===== config.mk =====
export PLATFORM = sky130hd
export DESIGN_NAME = contador_prog_flat
export DESIGN_NICKNAME = d
export VERILOG_FILES = /design/src/rtl/contador_pkg.sv /design/src/rtl/contador_prog_if.sv /design/src/rtl/contador_prescaler.sv /design/src/rtl/contador_prog.sv /design/src/flat_wrapper.sv
export SDC_FILE = /design/constraint.sdc
export NUM_CORES = 1
export LEC_CHECK = 0
export CAP_MARGIN = 20
export CORE_AREA = 2 2 39 41
export DETAILED_ROUTE_END_ITERATION = 10
export DIE_AREA = 0 0 41 43
export GPL_TIMING_DRIVEN = 1
export PLACE_DENSITY = 0.74
export SYNTH_ARGS = -nofsm -noshare
export SYNTH_HDL_FRONTEND = slang
export SYNTH_SLANG_ARGS = --single-unit

===== constraint.sdc =====
create_clock -name clk -period 5.2 [get_ports clk]
set_clock_uncertainty 0.15 [all_clocks]
set_input_delay 0.52 -clock clk [delete_from_list [all_inputs] [get_ports clk]]
set_output_delay 0.52 -clock clk [all_outputs]
set_load 0.05 [all_outputs]

===== src/rtl/contador_pkg.sv =====
// Shared types and helpers for the programmable counter block.
package contador_pkg;

  typedef enum logic [1:0] {
    ST_IDLE = 2'd0,
    ST_RUN  = 2'd1,
    ST_DONE = 2'd2
  } state_t;

  localparam int MODE_SAT  = 0;
  localparam int MODE_WRAP = 1;

  function automatic int clog2(input int n);
    int r;
    r = 0;
    while ((1 << r) < n) r++;
    return r;
  endfunction

endpackage


===== src/rtl/contador_prog_if.sv =====
// Control/status bundle between a sequencer (master) and the counter (slave).
interface contador_prog_if #(
  parameter int WIDTH = 4
);
  logic             load;
  logic             load_sel;
  logic [WIDTH-1:0] IN;
  logic             count;
  logic             up;
  logic [WIDTH-1:0] OUT;
  logic             zero;
  logic             tc;
  logic             busy;

  modport master (
    output load, load_sel, IN, count, up,
    input  OUT, zero, tc, busy
  );

  modport slave (
    input  load, load_sel, IN, count, up,
    output OUT, zero, tc, busy
  );
endinterface


===== src/rtl/contador_prescaler.sv =====
// Divides enabled cycles by PRESCALE; tick marks the last enabled cycle of each group.
module contador_prescaler
  import contador_pkg::*;
#(
  parameter int PRESCALE = 1
) (
  input  logic clk,
  input  logic clear,
  input  logic restart,
  input  logic en,
  output logic tick
);
  localparam int PW = (clog2(PRESCALE) < 1) ? 1 : clog2(PRESCALE);
  localparam logic [PW-1:0] LAST = PW'(PRESCALE - 1);

  logic [PW-1:0] cnt_q;

  // With PRESCALE=1, LAST is 0 so cnt_q is constant and tick reduces to en.
  always_ff @(posedge clk) begin
    if (clear || restart) begin
      cnt_q <= '0;
    end else if (en) begin
      cnt_q <= (cnt_q == LAST) ? '0 : cnt_q + PW'(1);
    end
  end

  assign tick = en && (cnt_q == LAST);

endmodule


===== src/rtl/contador_prog.sv =====
// Loadable up/down counter with prescaled enable, saturate/wrap mode and tc pulse.
//   state   | meaning
//   ST_IDLE | after clear, count ignored
//   ST_RUN  | counting on prescaler ticks
//   ST_DONE | saturated at terminal value, waits for load/clear
module contador_prog
  import contador_pkg::*;
#(
  parameter int WIDTH        = 4,
  parameter int LOAD_DEFAULT = 4,
  parameter int PRESCALE     = 1,
  parameter int WRAP         = 0
) (
  input  logic           clk,
  input  logic           clear,
  contador_prog_if.slave bus
);
  localparam logic [WIDTH-1:0] LOAD_VAL = WIDTH'(LOAD_DEFAULT);
  localparam logic [WIDTH-1:0] ALL_ONES = {WIDTH{1'b1}};
  localparam bit               WRAP_EN  = (WRAP == MODE_WRAP);

  state_t           state_q, state_d;
  logic [WIDTH-1:0] out_q, out_d;
  logic [WIDTH-1:0] rld_q, rld_d;
  logic [WIDTH-1:0] term, nxt;
  logic             tc_q, tc_d;
  logic             busy_q;
  logic             en, tick;

  assign en = (state_q == ST_RUN) && bus.count;

  contador_prescaler #(
    .PRESCALE(PRESCALE)
  ) u_presc (
    .clk    (clk),
    .clear  (clear),
    .restart(bus.load),
    .en     (en),
    .tick   (tick)
  );

  always_comb begin
    state_d = state_q;
    out_d   = out_q;
    rld_d   = rld_q;
    tc_d    = 1'b0;
    term    = bus.up ? ALL_ONES : '0;
    nxt     = bus.up ? out_q + WIDTH'(1) : out_q - WIDTH'(1);

    if (bus.load) begin
      out_d   = bus.load_sel ? bus.IN : LOAD_VAL;
      rld_d   = bus.load_sel ? bus.IN : LOAD_VAL;
      state_d = ST_RUN;
    end else if (tick) begin
      if (out_q == term) begin
        // Already at terminal: wrap silently, or park in DONE without a tc.
        if (WRAP_EN) begin
          out_d = bus.up ? '0 : rld_q;
        end else begin
          state_d = ST_DONE;
        end
      end else begin
        out_d = nxt;
        if (nxt == term) begin
          tc_d = 1'b1;
          if (!WRAP_EN) state_d = ST_DONE;
        end
      end
    end
  end

  always_ff @(posedge clk) begin
    if (clear) begin
      state_q <= ST_IDLE;
      out_q   <= '0;
      rld_q   <= '0;
      tc_q    <= 1'b0;
      busy_q  <= 1'b0;
    end else begin
      state_q <= state_d;
      out_q   <= out_d;
      rld_q   <= rld_d;
      tc_q    <= tc_d;
      busy_q  <= (state_d == ST_RUN);
    end
  end

  assign bus.OUT  = out_q;
  assign bus.tc   = tc_q;
  assign bus.busy = busy_q;
  assign bus.zero = (out_q == '0);

endmodule


===== src/flat_wrapper.sv =====
// flat-port wrapper written by rule: the top's interface ports become plain ports
module contador_prog_flat import contador_pkg::*;
#(
  parameter int WIDTH        = 4,
  parameter int LOAD_DEFAULT = 4,
  parameter int PRESCALE     = 1,
  parameter int WRAP         = 0
)
  (clk, clear, bus_load, bus_load_sel, bus_IN, bus_count, bus_up, bus_OUT, bus_zero, bus_tc, bus_busy);
  contador_prog_if #(.WIDTH(WIDTH)) bus_i ();
  input  logic clk;
  input  logic clear;
  input wire logic [$bits(bus_i.load)-1:0] bus_load;
  input wire logic [$bits(bus_i.load_sel)-1:0] bus_load_sel;
  input wire logic [$bits(bus_i.IN)-1:0] bus_IN;
  input wire logic [$bits(bus_i.count)-1:0] bus_count;
  input wire logic [$bits(bus_i.up)-1:0] bus_up;
  output wire logic [$bits(bus_i.OUT)-1:0] bus_OUT;
  output wire logic [$bits(bus_i.zero)-1:0] bus_zero;
  output wire logic [$bits(bus_i.tc)-1:0] bus_tc;
  output wire logic [$bits(bus_i.busy)-1:0] bus_busy;
  assign bus_i.load = bus_load;
  assign bus_i.load_sel = bus_load_sel;
  assign bus_i.IN = bus_IN;
  assign bus_i.count = bus_count;
  assign bus_i.up = bus_up;
  assign bus_OUT = bus_i.OUT;
  assign bus_zero = bus_i.zero;
  assign bus_tc = bus_i.tc;
  assign bus_busy = bus_i.busy;
  contador_prog #(.WIDTH(WIDTH), .LOAD_DEFAULT(LOAD_DEFAULT), .PRESCALE(PRESCALE), .WRAP(WRAP)) u_core (.clk(clk), .clear(clear), .bus(bus_i));
endmodule

==> results.md <==
- Peak supply drop: 0.000192 V
- Synthesis Warnings: 0
- Non-filler instance count after layout: 100
- Resized cells post-CTS: 0
- Slew @ Worst Pin: 0.497 ns
- Crit share post-route: 0.502
- PortBufs: 16
- Cell taking the most area after synthesis: dfxtp_1
- Pin count of the biggest net entering global routing: 12
- Sequential-to-total area share from yosys stat: 0.263
- Initial DRC count: 9
- Layout Nets: 99
- Net Sw Power: 0.0790 mW
- F_max: 0.383 GHz
- Max Cap Viol: 0
- Mean Syn Cell Area: 8.81 sq um
- DR pass1 iterations: 4
- Core area: 1380 sq um
- TritonCTS clock tree: done
- Final wirelength: 1.30 mm
- Cells after Synth: 69
- Switching share of total power: 0.374
- CTS Buf Count: 3
- Row count: 14
- Hold Fails Final Rpt: 0
- Flop pwr share: 0.347
- Synthesis-to-layout area growth: 26.1%
- P_int: 0.132 mW
- Clock group share of total power: 0.223
- Post-synthesis async set-or-reset flop share: 0
- Synthesized Nets: 82
- DP HPWL: 993 um
- CP required: 5.24 ns
- Via count: 543
- Post-layout min period: 2.61 ns
- Combinational fraction of design power: 0.430
- Total GRT Usage: 0.173
- Most frequent cells after synthesis: 8 x dfxtp_1, 8 x inv_1, 4 x a21oi_1, 4 x nand3_1
- Antenna violations before repair: 0
- TritonCTS Sinks: 8
- EDFF count, synth: 0
- RSZ-0062 raised after global routing: no
- Mapped Area: 608 sq um
- Global-route wire length before repair: 2.10 mm
- Vias in the first global route: 492
- Post-route ant nets: 0
- H-tree Lvls: 1
- Cell Pwr Density: 275 nW/um^2
- Post-CTS Hold Buffers: 0
- Worst-path clk slew: 0.05 ns
- Status: finished, final reports clean
- CTS root buffer: clkbuf_4
- Final setup fails: 0
- Main flop type after synthesis: dfxtp_1
- DIE AREA: 1760 sq um
- Arrival time worst endpoint: 2.65 ns
- Ranking of synthesized cells by area: dfxtp_1 26%, buf_6 5.6%, inv_1 4.9%, ha_1 4.1%, xnor3_1 3.7%
- Yosys cell types: 37
- # DRC: 0
- Post-CTS setup buffers: 0
- Slew Limit Headroom: 0.667
- Gr ovfl total: 0
- Skew-Pair Late Insertion Delay: 0.25 ns
- Number of diodes: 0
- Routed vias/inst: 5.43
- Die W: 41 um
- CP Capture Type: register
- Post-synth top area share: 0.263
- #FFs+latches synth: 8
- I/O pins: 17
- Die extent in y: 43 um
- HP Class: register to register
- GP Congestion: 0.763
- CP startpoint kind: input pin
- Crit Path Max Fanout: 6
- TNS Setup: 0 ns
- Buffers from clock root to sink, at most: 2
- Initial Util: 0.439
- Layout cell share with drive strength beyond 1: 0.0952
- Hold WS: 0.344 ns
- Crit Path Class: input pin to register
- Mean routed wirelength per cell: 13.0 um
- Static Leak: 0.310 nW
- Slew Viols, Final: 0
- Cells after DPL: 97
## critical path, stage by stage
cell and delay, ns:
clkdlybuf4s50_1 0.60, inv_1 0.12, ha_1 0.34, xnor2_1 0.25, nand3_1 0.10, a211oi_1 0.48
and3_1 0.24
## per-layer routing
| metal | vias to the layer above | share of wire | GRT usage |
|---|---|---|---|
| met1 | 243 | 0.50 | 0.234 |
| met5 | - | 0 | 0 |
| li1 | 282 | - | - |
| met3 | 2 | 0.044 | 0.0157 |
| met4 | 0 | 0.0038 | 0.0800 |
| met2 | 16 | 0.45 | 0.266 |
## power by group through the flow
| stage | Sequential, mW | Combinational [mW] | Clock [mW] |
|---|---|---|---|
| after global routing | 0.0739 | 0.0979 | 0.0526 |
| after detailed placement | 0.0746 | 0.0905 | 0 |
| after floorplan | 0.0876 | 0.0534 | 0 |
| after CTS | 0.0732 | 0.0912 | 0.0489 |
| after global placement | 0.0743 | 0.0891 | 0 |
| final | 0.0733 | 0.0908 | 0.0471 |
## flip-flops by register name (all words and copies together), names as in the netlist
signal / cells
u_core.bus.busy: 1
u_core.bus.OUT: 4
u_core.bus.tc: 1
u_core.state_q: 2
## stage by stage
stage | instance area, sq um | utilization | power, mW | worst slack (ns)
floorplan | 608 | - | 0.141 | 2.35
finish | 767 | 0.554 | 0.211 | 2.59
detailed placement | 744 | 0.538 | 0.165 | 2.34
CTS | 767 | 0.554 | 0.213 | 2.59
global placement | 744 | 0.538 | 0.163 | 2.44
global route | 767 | 0.554 | 0.224 | 2.42
## final cells by class
| cell class | count | area, sq um |
|---|---|---|
| inverters | 8 | 30.0 |
| fillers | 127 | 617 |
| repair buffers | 16 | 160 |
| clock buffers | 3 | 22.5 |
| multi-input cells | 49 | 374 |
| flip-flops and latches | 8 | 160 |
| well taps | 16 | 20.0 |
## final timing paths
kind	startpoint	end	slack [ns]	depth (start not counted)
max	bus_up	u_core.bus.tc	2.59	7
min	u_core.state_q[0]	u_core.state_q[0]	0.34	2
max reg2reg	u_core.bus.OUT[0]	u_core.bus.tc	2.89	6
min reg2reg	u_core.state_q[0]	u_core.state_q[0]	0.34	2
## logic make-up (layout without fill, tap and decap cells)
logic type / count (synthesis) / in the layout / share of synthesized area
adders and majority gates: 3 / 3 / 0.0741
AOI/OAI and AO/OA: 18 / 18 / 0.212
DFF: 8 / 8 / 0.263
and+or+nand+nor: 26 / 26 / 0.278
xor gates and xnor gates: 2 / 2 / 0.0514
buffers and inverters: 12 / 27 / 0.121
## cells in the final DEF (no fill, tap or decap), types with 2 or more instances in the layout
master and instances:
o41ai_1 2, and3_1 2, clkdlybuf4s50_1 16, a21oi_1 4, inv_1 8, dfxtp_1 8
nor3_1 2, or4_1 2, nand2_1 2, nor2_1 3, clkbuf_4 3, nand3_1 4
a31oi_1 2, o311a_1 2, ha_1 2
No activity file was read; power rests on OpenSTA's default activity.
